--- src/rtl/alu64_seq_if.sv ---
// Request/response handshake bundle for the 64-bit ALU sequencer.
interface alu64_seq_if;
  localparam int unsigned DW  = 64;
  localparam int unsigned OPW = 3;

  logic           req_valid;
  logic           req_ready;
  logic [OPW-1:0] req_op;
  logic [DW-1:0]  req_a;
  logic [DW-1:0]  req_b;

  logic           rsp_valid;
  logic           rsp_ready;
  logic [DW-1:0]  rsp_result;
  logic           rsp_cout;
  logic           rsp_overflow;
  logic           rsp_zero;

  // Requester side: issues operations, consumes responses
  modport master (
    output req_valid, req_op, req_a, req_b, rsp_ready,
    input  req_ready, rsp_valid, rsp_result, rsp_cout, rsp_overflow, rsp_zero
  );

  // Sequencer side
  modport slave (
    input  req_valid, req_op, req_a, req_b, rsp_ready,
    output req_ready, rsp_valid, rsp_result, rsp_cout, rsp_overflow, rsp_zero
  );
endinterface

--- src/rtl/alu64_seq.sv ---
// 64-bit operation sequencer driving a 32-bit combinational ALU in two passes
// (low word, then high word with the low carry chained into Cin).
module alu64_seq (
  input  logic        clk,
  input  logic        rst_n,
  alu64_seq_if.slave  bus,
  output logic [2:0]  o_alu_mode,
  output logic [31:0] o_alu_a,
  output logic [31:0] o_alu_b,
  output logic        o_alu_cin,
  input  logic [31:0] i_alu_result,
  input  logic        i_alu_cout,
  input  logic        i_alu_overflow,
  input  logic        i_alu_zero
);

  localparam int unsigned DW  = 64;
  localparam int unsigned WW  = 32;
  localparam int unsigned OPW = 3;

  localparam logic [OPW-1:0] OP_ADD   = 3'b000;
  localparam logic [OPW-1:0] OP_SUB   = 3'b001;
  localparam logic [OPW-1:0] OP_NOT   = 3'b010;
  localparam logic [OPW-1:0] OP_AND   = 3'b011;
  localparam logic [OPW-1:0] OP_OR    = 3'b100;
  localparam logic [OPW-1:0] OP_XOR   = 3'b101;
  localparam logic [OPW-1:0] MODE_ADD = 3'b000;

  typedef enum logic [1:0] {
    S_IDLE = 2'd0,
    S_LO   = 2'd1,
    S_HI   = 2'd2,
    S_DONE = 2'd3
  } state_t;

  state_t          r_state;
  state_t          w_state_nxt;

  // Latched operation
  logic [OPW-1:0]  r_op;
  logic [DW-1:0]   r_a;
  logic [DW-1:0]   r_b;

  // Low-word capture
  logic [WW-1:0]   r_res_lo;
  logic            r_z_lo;

  // Registered outputs
  logic            r_req_ready;
  logic            r_rsp_valid;
  logic [DW-1:0]   r_rsp_result;
  logic            r_rsp_cout;
  logic            r_rsp_ovf;
  logic            r_rsp_zero;
  logic [OPW-1:0]  r_alu_mode;
  logic [WW-1:0]   r_alu_a;
  logic [WW-1:0]   r_alu_b;
  logic            r_alu_cin;

  // Word-drive selection for the state being entered
  logic            w_accept;
  logic            w_drv_en;
  logic            w_drv_hi;
  logic [OPW-1:0]  w_drv_op;
  logic [WW-1:0]   w_drv_a;
  logic [WW-1:0]   w_drv_b;

  // Next ALU drive values
  logic [OPW-1:0]  w_alu_mode_nxt;
  logic [WW-1:0]   w_alu_a_nxt;
  logic [WW-1:0]   w_alu_b_nxt;
  logic            w_alu_cin_nxt;

  logic            w_op_arith;
  logic            w_op_rsvd;

  assign w_op_arith = (r_op == OP_ADD) || (r_op == OP_SUB);
  assign w_op_rsvd  = r_op[2] & r_op[1];

  // State register
  always_ff @(posedge clk or negedge rst_n) begin
    if (!rst_n) begin
      r_state <= S_IDLE;
    end else begin
      r_state <= w_state_nxt;
    end
  end

  // Next state and selection of the word the ALU works on next cycle
  always_comb begin
    w_state_nxt = r_state;
    w_accept    = 1'b0;
    w_drv_en    = 1'b0;
    w_drv_hi    = 1'b0;
    w_drv_op    = '0;
    w_drv_a     = '0;
    w_drv_b     = '0;
    case (r_state)
      S_IDLE: begin
        if (bus.req_valid) begin
          w_state_nxt = S_LO;
          w_accept    = 1'b1;
          w_drv_en    = 1'b1;
          w_drv_op    = bus.req_op;
          w_drv_a     = bus.req_a[WW-1:0];
          w_drv_b     = bus.req_b[WW-1:0];
        end
      end
      S_LO: begin
        w_state_nxt = S_HI;
        w_drv_en    = 1'b1;
        w_drv_hi    = 1'b1;
        w_drv_op    = r_op;
        w_drv_a     = r_a[DW-1:WW];
        w_drv_b     = r_b[DW-1:WW];
      end
      S_HI: begin
        w_state_nxt = S_DONE;
      end
      S_DONE: begin
        if (bus.rsp_ready) begin
          w_state_nxt = S_IDLE;
        end
      end
      default: begin
        w_state_nxt = S_IDLE;
      end
    endcase
  end

  // Per-op ALU drive; SUB is done as A + ~B + 1 so the carry stays visible.
  // In LO the ALU carry being produced is the low-word carry chained into HI.
  always_comb begin
    w_alu_mode_nxt = '0;
    w_alu_a_nxt    = '0;
    w_alu_b_nxt    = '0;
    w_alu_cin_nxt  = 1'b0;
    if (w_drv_en) begin
      case (w_drv_op)
        OP_ADD: begin
          w_alu_mode_nxt = MODE_ADD;
          w_alu_a_nxt    = w_drv_a;
          w_alu_b_nxt    = w_drv_b;
          w_alu_cin_nxt  = w_drv_hi ? i_alu_cout : 1'b0;
        end
        OP_SUB: begin
          w_alu_mode_nxt = MODE_ADD;
          w_alu_a_nxt    = w_drv_a;
          w_alu_b_nxt    = ~w_drv_b;
          w_alu_cin_nxt  = w_drv_hi ? i_alu_cout : 1'b1;
        end
        OP_NOT, OP_AND, OP_OR, OP_XOR: begin
          w_alu_mode_nxt = w_drv_op;
          w_alu_a_nxt    = w_drv_a;
          w_alu_b_nxt    = w_drv_b;
        end
        default: begin
          w_alu_mode_nxt = MODE_ADD;
        end
      endcase
    end
  end

  // Operand latch on accept
  always_ff @(posedge clk or negedge rst_n) begin
    if (!rst_n) begin
      r_op <= '0;
      r_a  <= '0;
      r_b  <= '0;
    end else if (w_accept) begin
      r_op <= bus.req_op;
      r_a  <= bus.req_a;
      r_b  <= bus.req_b;
    end
  end

  // Low-word result capture at the edge ending LO
  always_ff @(posedge clk or negedge rst_n) begin
    if (!rst_n) begin
      r_res_lo <= '0;
      r_z_lo   <= 1'b0;
    end else if (r_state == S_LO) begin
      r_res_lo <= i_alu_result;
      r_z_lo   <= i_alu_zero;
    end
  end

  // ALU drive registers, loaded for the state being entered
  always_ff @(posedge clk or negedge rst_n) begin
    if (!rst_n) begin
      r_alu_mode <= '0;
      r_alu_a    <= '0;
      r_alu_b    <= '0;
      r_alu_cin  <= 1'b0;
    end else begin
      r_alu_mode <= w_alu_mode_nxt;
      r_alu_a    <= w_alu_a_nxt;
      r_alu_b    <= w_alu_b_nxt;
      r_alu_cin  <= w_alu_cin_nxt;
    end
  end

  // Handshake flags and response assembly at the edge ending HI
  always_ff @(posedge clk or negedge rst_n) begin
    if (!rst_n) begin
      r_req_ready  <= 1'b1;
      r_rsp_valid  <= 1'b0;
      r_rsp_result <= '0;
      r_rsp_cout   <= 1'b0;
      r_rsp_ovf    <= 1'b0;
      r_rsp_zero   <= 1'b0;
    end else begin
      r_req_ready <= (w_state_nxt == S_IDLE);
      r_rsp_valid <= (w_state_nxt == S_DONE);
      if (r_state == S_HI) begin
        r_rsp_result <= w_op_rsvd ? '0 : {i_alu_result, r_res_lo};
        r_rsp_cout   <= w_op_arith & i_alu_cout;
        r_rsp_ovf    <= w_op_arith & i_alu_overflow;
        r_rsp_zero   <= w_op_rsvd | (r_z_lo & i_alu_zero);
      end
    end
  end

  assign bus.req_ready    = r_req_ready;
  assign bus.rsp_valid    = r_rsp_valid;
  assign bus.rsp_result   = r_rsp_result;
  assign bus.rsp_cout     = r_rsp_cout;
  assign bus.rsp_overflow = r_rsp_ovf;
  assign bus.rsp_zero     = r_rsp_zero;

  assign o_alu_mode = r_alu_mode;
  assign o_alu_a    = r_alu_a;
  assign o_alu_b    = r_alu_b;
  assign o_alu_cin  = r_alu_cin;

endmodule

--- src/flat_wrapper.sv ---
// flat-port wrapper written by rule: the top's interface ports become plain ports
module alu64_seq_flat 
  (clk, rst_n, o_alu_mode, o_alu_a, o_alu_b, o_alu_cin, i_alu_result, i_alu_cout, i_alu_overflow, i_alu_zero, bus_req_valid, bus_req_op, bus_req_a, bus_req_b, bus_rsp_ready, bus_req_ready, bus_rsp_valid, bus_rsp_result, bus_rsp_cout, bus_rsp_overflow, bus_rsp_zero);
  alu64_seq_if bus_i ();
  input  logic clk;
  input  logic rst_n;
  output logic [2:0] o_alu_mode;
  output logic [31:0] o_alu_a;
  output logic [31:0] o_alu_b;
  output logic o_alu_cin;
  input  logic [31:0] i_alu_result;
  input  logic i_alu_cout;
  input  logic i_alu_overflow;
  input  logic i_alu_zero;
  input wire logic [$bits(bus_i.req_valid)-1:0] bus_req_valid;
  input wire logic [$bits(bus_i.req_op)-1:0] bus_req_op;
  input wire logic [$bits(bus_i.req_a)-1:0] bus_req_a;
  input wire logic [$bits(bus_i.req_b)-1:0] bus_req_b;
  input wire logic [$bits(bus_i.rsp_ready)-1:0] bus_rsp_ready;
  output wire logic [$bits(bus_i.req_ready)-1:0] bus_req_ready;
  output wire logic [$bits(bus_i.rsp_valid)-1:0] bus_rsp_valid;
  output wire logic [$bits(bus_i.rsp_result)-1:0] bus_rsp_result;
  output wire logic [$bits(bus_i.rsp_cout)-1:0] bus_rsp_cout;
  output wire logic [$bits(bus_i.rsp_overflow)-1:0] bus_rsp_overflow;
  output wire logic [$bits(bus_i.rsp_zero)-1:0] bus_rsp_zero;
  assign bus_i.req_valid = bus_req_valid;
  assign bus_i.req_op = bus_req_op;
  assign bus_i.req_a = bus_req_a;
  assign bus_i.req_b = bus_req_b;
  assign bus_i.rsp_ready = bus_rsp_ready;
  assign bus_req_ready = bus_i.req_ready;
  assign bus_rsp_valid = bus_i.rsp_valid;
  assign bus_rsp_result = bus_i.rsp_result;
  assign bus_rsp_cout = bus_i.rsp_cout;
  assign bus_rsp_overflow = bus_i.rsp_overflow;
  assign bus_rsp_zero = bus_i.rsp_zero;
  alu64_seq u_core (.clk(clk), .rst_n(rst_n), .bus(bus_i), .o_alu_mode(o_alu_mode), .o_alu_a(o_alu_a), .o_alu_b(o_alu_b), .o_alu_cin(o_alu_cin), .i_alu_result(i_alu_result), .i_alu_cout(i_alu_cout), .i_alu_overflow(i_alu_overflow), .i_alu_zero(i_alu_zero));
endmodule
--- config.mk ---
export PLATFORM = sky130hd
export DESIGN_NAME = alu64_seq_flat
export DESIGN_NICKNAME = d
export VERILOG_FILES = /design/src/rtl/alu64_seq_if.sv /design/src/rtl/alu64_seq.sv /design/src/flat_wrapper.sv
export SDC_FILE = /design/constraint.sdc
export NUM_CORES = 1
export LEC_CHECK = 0
export BUFFER_PORTS_ARGS = -buffer_cell sky130_fd_sc_hd__buf_2
export CORE_ASPECT_RATIO = 1.2
export CORE_MARGIN = 2
export CORE_UTILIZATION = 30
export DETAILED_ROUTE_END_ITERATION = 10
export GPL_TIMING_DRIVEN = 0
export PLACE_DENSITY = 0.61
export SYNTH_ARGS = -nofsm -noshare
export SYNTH_HDL_FRONTEND = slang
export SYNTH_SLANG_ARGS = --single-unit
--- constraint.sdc ---
create_clock -name clk -period 2.3 [get_ports clk]
set_input_delay 0.115 -clock clk [delete_from_list [all_inputs] [get_ports clk]]
set_output_delay 0.115 -clock clk [all_outputs]
set_load 0.02 [all_outputs]
==> flow_summary_export.csv, run 1 <==
group,metric,value,unit
clock_network,cts_setup_buffers,0,
place,port_buffers,306,
final_layout,syn2layout_area_growth,45.0,%
final_layout,layout-drive-gt1-share,37.8,%
global_route,grt_pass1_vias,9015,
critical_path,worstPathMaxFanout,10,
sta,worst_pin_slew,738,ps
drt,ant_nets,0,
sta,finalSetupViolCount,0,
place,placed_area,12000,um^2
synth,yosys.area.top_type,"dfrtp_1",
floorplanning,dieWidth,170,um
synth,syn_nets,974,
synth,ys_seq_area_share,60.6,%
global_route,grt_usage,17.9,%
synth,async_flop_share,100,%
sta,skew,15.4,ps
sta,min_period_over_period,93.2,%
clock_network,cts_tree,"yes",
floorplanning,die_y,203,um
place,routabilityCongestion,0.797,
final_layout,utilization,44.3,%
synth,yosysWarnings,0,
floorplanning,ios,307,
drt,drtIter0Drc,329,
drt,via_count,8477,
clock_network,clock_path_buffers,3,
sta,rsz0062_at_grt,"false",
drt,drt-vias-per-instance,4.96,
clock_network,clkTransAtPathRegs,70,ps
synth,synthFlopType,"dfrtp_1",
critical_path,arrival,2570,ps
clock_network,cts_root_buf,"clkbuf_16",
global_route,grt_pass1_wl,48700,um
synth,synth_edf_count,0,
clock_network,cts_max_level,1,
power_and_ir_drop,p_seq_share,34.3,%
synth,syn_area,9870,um^2
synth,synth.top_cell.area_share,60.3,%
min_path,hold_path.class,"in -> reg",
global_route,grt_max_degree,90,
synth,synthDistinctLibCells,38,
drt,wire_per_inst,18.4,um
power_and_ir_drop,p_int,12.4,mW
synth,synth_commonest_cells,"238 x dfrtp_1, 102 x nand2_1, 98 x a22o_1",
synth,synth_area_leaders,"dfrtp_1 60%, a22o_1 8.7%, mux2_2 7.5%",
floorplanning,rows,72,
final_layout,num-fill-cells,2937,
drt,drcViolationCount,0,
sta,final-hold-violation-count,0,
global_route,antenna_found_initial,4,
critical_path,crit_path_top_delay_cell,"dfrtp_1",
power_and_ir_drop,p_per_area,1440,nW/um^2
floorplanning,dieArea,34400,um^2
floorplanning,start_util,30.5,%
drt,firstDrtPassIters,5,
critical_path,timing_worst_setup_path_type,"reg -> reg",
global_route,grt-ovfl-total,0,
floorplanning,core,32300,um^2
drt,routed_wl,31500,um
sta,drv_slew,0,
critical_path,endpoint_kind,"register",
final_layout,postLayoutCellArea,14300,um^2
power_and_ir_drop,leakagePower,6.97,nW
synth,syn_inst,804,
critical_path,crit_required,2730,ps
run_status,outcome,"complete, no violations",
flow_run,cap_violations,0,
synth,synth.ff_latch_count,239,
power_and_ir_drop,comb_power_share,43.9,%
synth,syn_area_per_cell,12.3,um^2
sta,max_slew_margin,50.8,%
critical_path,path_cells,"buf_4 > nor3b_1 > buf_2 > buf_2 > buf_4 > mux2_2",
clock_network,cts_made_buffers,27,
synth,synthMostInstantiatedCell,"dfrtp_1",
final_layout,nNetsFinal,1449,
place,post-dp-hpwl,21600,um
sta,max_freq,0.467,GHz
clock_network,clock_latency,550,ps
power_and_ir_drop,p_switching,8.25,mW
power_and_ir_drop,power_frac_clock,21.9,%
power_and_ir_drop,totalPowerFinal,20.6,mW
power_and_ir_drop,peakVddDrop,0.693,mV
critical_path,startpoint_type,"register",
critical_path,slowest_delay,400,ps
clock_network,cts_sinks,239,
power_and_ir_drop,p_sw_share,40.0,%
sta,fin_crit,2140,ps
-- stage by stage --
stage | setup slack (ps) | TNS, ps | std cells | hold WS (ps)
final | 157 | 0 | 1709 | 56.9
after global routing | 11.3 | 0 | 1709 | 96.5
after CTS | 15.0 | 0 | 1707 | 19.0
after detailed placement | 41.0 | 0 | 1519 | 155
after global placement | -3280 | -775840 | 1517 | 333
after floorplan | 528 | 0 | 804 | -181
-- worst paths after layout --
| kind | start | end | slack [ps] | cells past startpoint |
|---|---|---|---|---|
| hold reg to reg | u_core.r_res_lo[11]$_DFFE_PN0N_ | u_core.r_res_lo[11]$_DFFE_PN0N_ | 470 | 2 |
| min in group asynchronous | rst_n | u_core.r_b[48]$_DFFE_PN0P_ | 170 | 2 |
| setup / recovery | u_core.r_state[1]$_DFF_PN0_ | u_core.r_b[54]$_DFFE_PN0P_ | 160 | 6 |
| max in group asynchronous | rst_n | u_core.bus.req_ready$_DFF_PN1_ | 1250 | 3 |
| hold / removal | bus_req_b[31] | u_core.o_alu_b[31]$_DFF_PN0_ | 60 | 4 |
| setup reg to reg | u_core.r_state[1]$_DFF_PN0_ | u_core.r_b[54]$_DFFE_PN0P_ | 160 | 6 |
-- state kept, by name, indices dropped and copies added (netlist names) --
register                 cells
u_core.bus.rsp_result       64
u_core.o_alu_a              32
u_core.o_alu_b              32
u_core.r_a                  32
u_core.r_b                  32
u_core.r_res_lo             32
u_core.o_alu_mode            3
u_core.r_op                  3
u_core.r_state               2
u_core.bus.req_ready         1
u_core.bus.rsp_cout          1
u_core.bus.rsp_overflow      1
u_core.bus.rsp_valid         1
u_core.bus.rsp_zero          1
u_core.o_alu_cin             1
u_core.r_z_lo                1
-- kinds of logic (layout without fill, tap and decap cells) --
logic type / count (synthesis) / count (layout) / share of synthesized area, %
AOI/OAI and AO/OA: 175 / 175 / 13.8
buffers and inverters: 73 / 569 / 3.48
DFF: 239 / 239 / 60.6
muxes: 66 / 66 / 7.53
other: 0 / 2 / 0
and+or+nand+nor: 251 / 251 / 14.6
-- metal layers --
metal | GRT usage [%] | part of all wire, % | wire, um | up-vias
li1 | - | - | - | 3861
met1 | 21.5 | 40 | 12600 | 4252
met2 | 31.0 | 50 | 15800 | 278
met3 | 3.16 | 5.4 | 1690 | 82
met4 | 8.58 | 4.4 | 1400 | 4
met5 | 0 | 0.076 | 24 | -
-- cell usage in the layout, fill, tap and decap left out, types with 8 or more instances in the layout --
master	instances
buf_2	322
dfrtp_1	238
dlygate4sd3_1	138
nand2_1	102
a22o_1	98
mux2_2	66
nor2_1	65
a22oi_1	34
a21oi_1	34
clkbuf_1	31
nand4_1	30
nor4b_2	29
clkbuf_16	27
buf_1	9
clkinv_2	8
-- worst max-delay path, delay by kind of cell, from the launching register on --
kind                   cells  cell delay (ps)
DFF                        1              400
buffers and inverters      4             1080
muxes                      1              350
and+or+nand+nor            1              180
-- what timing repair did --
action	CTS	global route
endpoints found under the setup margin	0	60
endpoints found under the hold margin	250	0
hold buffers	138	0
resized for setup	0	10
-- cell type report --
| type | count | area, um^2 | share of cell area (%) |
|---|---|---|---|
| Inverter | 1 | 3.75 | 0.0262 |
| Clock inverter | 16 | 173 | 1.21 |
| Buffer | 72 | 353 | 2.47 |
| Multi-Input combinational cell | 492 | 3550 | 24.8 |
| Tap cell | 407 | 509 | 3.56 |
| Clock buffer | 34 | 762 | 5.32 |
| Antenna cell | 2 | 5.00 | 0.0350 |
| Timing Repair Buffer | 446 | 2980 | 20.8 |
| Sequential cell | 239 | 5980 | 41.8 |
-- power groups by stage --
stage          logic [mW]  clock network (mW)  registers, mW
5_1_grt              9.86                4.81           7.27
6_report             9.05                4.52           7.07
3_3_place_gp         8.71                   0           7.06
3_5_place_dp         8.91                   0           7.11
2_1_floorplan        4.86                   0           8.17
4_1_cts              9.11                4.64           7.06
(Power assumes the default switching activity.)
==> run 2: changes to the inputs <==
Settings changed: CELL_PAD_IN_SITES_DETAIL_PLACEMENT set to 1, CELL_PAD_IN_SITES_GLOBAL_PLACEMENT set to 2, PLACE_DENSITY 0.61 to 0.83.
==> flow_summary_export.csv, run 2 (same netlist as run 1, synthesis figures left out) <==
group,metric,value,unit
global_route,antenna_found_initial,9,
power_and_ir_drop,leakagePower,6.97,nW
sta,max_slew_margin,51.5,%
place,post-dp-hpwl,23300,um
sta,finalSetupViolCount,0,
floorplanning,dieWidth,170,um
clock_network,clkTransAtPathRegs,60,ps
critical_path,r2r-end,"u_core.r_a[62]$_DFFE_PN0P_",
critical_path,endpoint_kind,"register",
final_layout,mostFrequentLayoutCell,"buf_2",
critical_path,worst_path_most_repeated_cell,"buf_2",
global_route,grt_pass1_vias,9389,
critical_path,slowest_delay,410,ps
min_path,min_to,"u_core.o_alu_b[30]$_DFF_PN0_",
sta,min_period_over_period,93.9,%
flow_run,cap_violations,0,
drt,ant_nets,0,
power_and_ir_drop,p_int,12.5,mW
power_and_ir_drop,p_per_area,1460,nW/um^2
drt,drcViolationCount,0,
floorplanning,die_y,203,um
clock_network,clock_path_buffers,3,
floorplanning,ios,307,
place,routabilityCongestion,0.819,
power_and_ir_drop,totalPowerFinal,20.9,mW
critical_path,r2r_cells,6,
final_layout,num-fill-cells,3550,
critical_path,path_cells,"buf_4 > nor3b_1 > buf_2 > clkbuf_4 > buf_2 > mux2_2",
power_and_ir_drop,p_switching,8.37,mW
sta,skew,23.8,ps
floorplanning,rows,72,
global_route,grt_max_degree,100,
power_and_ir_drop,p_sw_share,40.1,%
drt,routed_wl,34200,um
clock_network,cts_max_level,1,
place,port_buffers,306,
power_and_ir_drop,peakVddDrop,0.714,mV
critical_path,arrival,2580,ps
power_and_ir_drop,power_frac_clock,21.7,%
floorplanning,start_util,30.5,%
critical_path,crit_required,2720,ps
global_route,grt_usage,19.8,%
critical_path,rrSetupSlack,140,ps
final_layout,layout-drive-gt1-share,37.7,%
critical_path,path_buf_inv,4,
power_and_ir_drop,p_seq_share,34.1,%
min_path,min_from,"bus_req_b[30]",
sta,fin_crit,2160,ps
drt,via_count,8468,
critical_path,cp_top_family,"buffers and inverters",
drt,firstDrtPassIters,5,
clock_network,cts_tree,"yes",
power_and_ir_drop,comb_power_share,44.2,%
critical_path,timing_worst_setup_path_type,"reg -> reg",
final_layout,largest_reg_flops,64,
critical_path,worstPathMaxFanout,10,
sta,max_freq,0.463,GHz
critical_path,crit_path_top_delay_cell,"dfrtp_1",
run_status,outcome,"complete, no violations",
clock_network,clock_latency,540,ps
min_path,hold_path.class,"in -> reg",
sta,layout_setup_ws,140,ps
global_route,grt-ovfl-total,0,
sta,drv_slew,0,
critical_path,startpoint_type,"register",
final_layout,syn2layout_area_growth,45.0,%
floorplanning,dieArea,34400,um^2
clock_network,cts_made_buffers,26,
min_path,holdPathStages,4,
drt,drt-vias-per-instance,4.94,
sta,rsz0062_at_grt,"false",
drt,wire_per_inst,20.0,um
clock_network,cts_sinks,239,
sta,final-hold-violation-count,0,
drt,drtIter0Drc,283,
final_layout,nNetsFinal,1447,
place,post-place-ws,-30.2,ps
global_route,grt_pass1_wl,53400,um
floorplanning,core,32300,um^2
sta,worst_pin_slew,727,ps
clock_network,cts_root_buf,"clkbuf_16",
critical_path,r2r_start,"u_core.r_state[1]$_DFF_PN0_",
final_layout,final_cell_mix,"323 x buf_2, 238 x dfrtp_1, 137 x dlygate4sd3_1",
==> run 2: timing repair <==
action | 4_1_cts | 5_1_grt
hold buffers | 137 | 0
setup endpoints to repair | 3 | 82
gates resized for setup | 2 | 11
endpoints found under the hold margin | 310 | 0
pin swaps | 0 | 0
setup buffers | 0 | 0
==> run 2: final cells by class <==
cell class / instances / area (um^2) / area share, %
Antenna cell: 9 / 22.5 / 0.157
Buffer: 72 / 357 / 2.49
Clock buffer: 39 / 781 / 5.45
Clock inverter: 9 / 145 / 1.01
Inverter: 1 / 3.75 / 0.0262
Multi-Input combinational cell: 492 / 3550 / 24.8
Sequential cell: 239 / 5980 / 41.8
Tap cell: 407 / 509 / 3.56
Timing Repair Buffer: 445 / 2970 / 20.7
==> run 2: worst max-delay path by stage <==
stage                                      startpoint                                     to  slack, ps  cells past startpoint
final                     u_core.r_state[1]$_DFF_PN0_             u_core.r_a[62]$_DFFE_PN0P_        140                      6
after global routing      u_core.r_state[0]$_DFF_PN0_  u_core.bus.rsp_result[54]$_DFFE_PN0P_          8                      6
after CTS                 u_core.r_state[0]$_DFF_PN0_           u_core.o_alu_b[18]$_DFF_PN0_         10                      6
after detailed placement  u_core.r_state[0]$_DFF_PN0_           u_core.o_alu_b[24]$_DFF_PN0_        -30                      6
after global placement                          rst_n           u_core.o_alu_a[24]$_DFF_PN0_      -3340                      1
after floorplan           u_core.r_state[1]$_DFF_PN0_             u_core.r_a[35]$_DFFE_PN0P_        530                      6
==> run 2: power groups by stage <==
stage / Combinational (mW) / Sequential, mW / Clock [mW]
floorplan: 4.86 / 8.17 / 0
global placement: 8.74 / 7.04 / 0
detailed placement: 9.02 / 7.12 / 0
CTS: 9.27 / 7.09 / 4.65
global route: 10.0 / 7.36 / 4.83
finish: 9.22 / 7.12 / 4.53
==> run 2: through the flow <==
stage / hold slack (ps) / std cells / TNS, ps / cell area (um^2) / utilization, %
after floorplan: -181 / 804 / 0 / 9870 / -
after global placement: 327 / 1517 / -788200 / 11900 / 36.8
after detailed placement: 63.2 / 1519 / -30.2 / 12000 / 37.0
after CTS: 30.9 / 1704 / 0 / 14300 / 44.2
after global routing: 55.3 / 1712 / 0 / 14300 / 44.3
final: 54.5 / 1713 / 0 / 14300 / 44.3
==> run 2: worst register-to-register path, cell delays in order, from the launching register on <==
cell	delay (ps)
dfrtp_1	410
buf_4	180
nor3b_1	180
buf_2	280
clkbuf_4	310
buf_2	300
mux2_2	390
==> run 2: layer usage <==
| metal | share of wire [%] | global-route usage (%) | up-vias |
|---|---|---|---|
| met1 | 39 | 22.7 | 4250 |
| li1 | - | - | 3861 |
| met2 | 51 | 35.5 | 262 |
| met4 | 4.9 | 9.86 | 0 |
| met5 | 0 | 0 | - |
| met3 | 4.9 | 3.33 | 95 |
==> run 3: changes to the inputs <==
Settings changed: BUFFER_PORTS_ARGS -buffer_cell sky130_fd_sc_hd__buf_2 to not set, DONT_BUFFER_PORTS set to 1, PLACE_DENSITY 0.83 to 0.71, REMOVE_ABC_BUFFERS set to 1.
==> flow_summary_export.csv, run 3 (same netlist as run 1, synthesis figures left out) <==
group,metric,value,unit
power_and_ir_drop,p_switching,8.25,mW
drt,drtIter0Drc,291,
global_route,antenna_found_initial,1,
place,port_buffers,0,
power_and_ir_drop,p_int,12.2,mW
power_and_ir_drop,peakVddDrop,0.767,mV
clock_network,cts_max_level,1,
sta,max_freq,0.457,GHz
final_layout,syn2layout_area_growth,34.9,%
sta,hold_slack,-757,ps
critical_path,timing_worst_setup_path_type,"reg -> reg",
critical_path,worstPathMaxFanout,15,
sta,drv_slew,0,
floorplanning,die_y,203,um
sta,fin_crit,2190,ps
clock_network,clkTransAtPathRegs,70,ps
drt,drcViolationCount,0,
global_route,grt_max_degree,240,
sta,min_period_over_period,95.2,%
clock_network,cts_made_buffers,27,
floorplanning,ios,307,
final_layout,nNetsFinal,1132,
power_and_ir_drop,p_seq_share,42.7,%
clock_network,cts_root_buf,"clkbuf_16",
drt,firstDrtPassIters,4,
sta,finalSetupViolCount,0,
floorplanning,rows,72,
drt,drt-vias-per-instance,5.27,
power_and_ir_drop,leakagePower,5.84,nW
sta,layout_setup_ws,110,ps
final_layout,layout-drive-gt1-share,20.0,%
clock_network,clock_path_buffers,3,
power_and_ir_drop,comb_power_share,34.3,%
power_and_ir_drop,totalPowerFinal,20.5,mW
final_layout,num-fill-cells,3338,
min_path,hold_path.class,"in -> async",
floorplanning,start_util,30.5,%
final_layout,utilization,41.2,%
drt,ant_nets,0,
power_and_ir_drop,power_frac_clock,23.1,%
power_and_ir_drop,p_per_area,1540,nW/um^2
run_status,outcome,"finished, violations left",
place,routabilityCongestion,0.704,
run_status,violations,"hold timing",
critical_path,arrival,2640,ps
drt,routed_wl,31600,um
global_route,grt-ovfl-total,0,
clock_network,cts_tree,"yes",
final_layout,largest_reg_flops,64,
flow_run,cap_violations,0,
final_layout,final_cell_mix,"236 x dfrtp_1, 169 x dlygate4sd3_1, 101 x nand2_1",
floorplanning,dieArea,34400,um^2
drt,wire_per_inst,22.7,um
sta,worst_pin_slew,887,ps
floorplanning,core,32300,um^2
power_and_ir_drop,p_sw_share,40.2,%
clock_network,clock_latency,570,ps
drt,via_count,7333,
floorplanning,dieWidth,170,um
sta,rsz0062_at_grt,"true",
clock_network,hold_buffers,169,
sta,max_slew_margin,40.7,%
place,post-dp-hpwl,17800,um
sta,skew,14.4,ps
global_route,grt_pass1_vias,8257,
final_layout,mostFrequentLayoutCell,"dfrtp_1",
critical_path,startpoint_type,"register",
critical_path,crit_required,2750,ps
sta,final-hold-violation-count,239,
global_route,grt_pass1_wl,48300,um
place,post-place-ws,-541,ps
clock_network,cts_sinks,239,
global_route,grt_usage,17.9,%
critical_path,endpoint_kind,"register",
[run 3: cell count changes in the layout (fill, tap and decap cells not counted), sizes merged]
cell and change:
dlygate4sd3 +32, diode -8, nand2b +2, buf -310, clkinvlp +3, clkbuf -43, inv +2
[run 3: power by group through the flow]
| stage | logic, mW | registers, mW | clock network [mW] |
|---|---|---|---|
| after global routing | 7.73 | 8.99 | 5.02 |
| after global placement | 5.22 | 8.79 | 0 |
| after detailed placement | 6.35 | 8.81 | 0 |
| after CTS | 6.85 | 8.73 | 4.88 |
| final | 7.03 | 8.75 | 4.72 |
| after floorplan | 4.53 | 8.30 | 0 |
[run 3: layer usage]
metal	up-vias	global-route usage, %	wire (um)
met2	286	31.2	15600
met1	3764	20.7	12500
li1	3228	-	-
met3	55	5.69	2610
met4	0	6.07	880
met5	-	0	0
[run 3: final timing paths]
| path | start | endpoint | slack [ps] | depth (start not counted) |
|---|---|---|---|---|
| worst min register to register | u_core.r_res_lo[3]$_DFFE_PN0N_ | u_core.r_res_lo[3]$_DFFE_PN0N_ | 470 | 2 |
| max in group asynchronous | rst_n | u_core.o_alu_b[8]$_DFF_PN0_ | 2730 | 0 |
| worst max register to register | u_core.r_state[0]$_DFF_PN0_ | u_core.o_alu_b[25]$_DFF_PN0_ | 110 | 8 |
| worst min-delay path | rst_n | u_core.bus.rsp_result[39]$_DFFE_PN0P_ | -760 | 0 |
| worst max-delay path | u_core.r_state[0]$_DFF_PN0_ | u_core.o_alu_b[25]$_DFF_PN0_ | 110 | 8 |
| min in group clk | bus_req_op[2] | u_core.o_alu_b[14]$_DFF_PN0_ | 40 | 4 |
[run 3: final cells by class]
class                   instances  area [um^2]  share of cell area [%]
well taps                     407          509                    3.82
clock buffers                  36          779                    5.85
diodes                          1         2.50                  0.0188
repair buffers                199         2160                    16.2
multi-input cells             494         3680                    27.6
inverters                       1         3.75                  0.0282
clock inverters                14          203                    1.52
flip-flops and latches        239         5990                    44.9
[run 3: per-stage QoR]
step | TNS, ps | std cells | hold WS (ps) | cell area [um^2]
final | 0 | 1391 | -757 | 13300
after global routing | -17.5 | 1391 | -789 | 13300
after CTS | 0 | 1386 | -790 | 13200
after detailed placement | -30730 | 1160 | -175 | 10500
after global placement | -2005980 | 1139 | -176 | 10000
after floorplan | -1020940 | 732 | -181 | 9530
[run 3: repair_timing]
item                                    4_1_cts  5_1_grt
resized for setup                             5        8
cloned                                        1        1
endpoints found under the hold margin       444      239
buffers inserted                              6        3
pin swaps                                     3        0
endpoints found under the setup margin      148       51
[run 3: worst max-delay path, cell delays in order, from the launching register on]
cell and delay, ps:
dfrtp_4 580, nor3b_4 250, buf_6 180, buf_6 190, buf_8 180, buf_8 170
a22o_1 220, nand4_1 100, nor4b_2 190
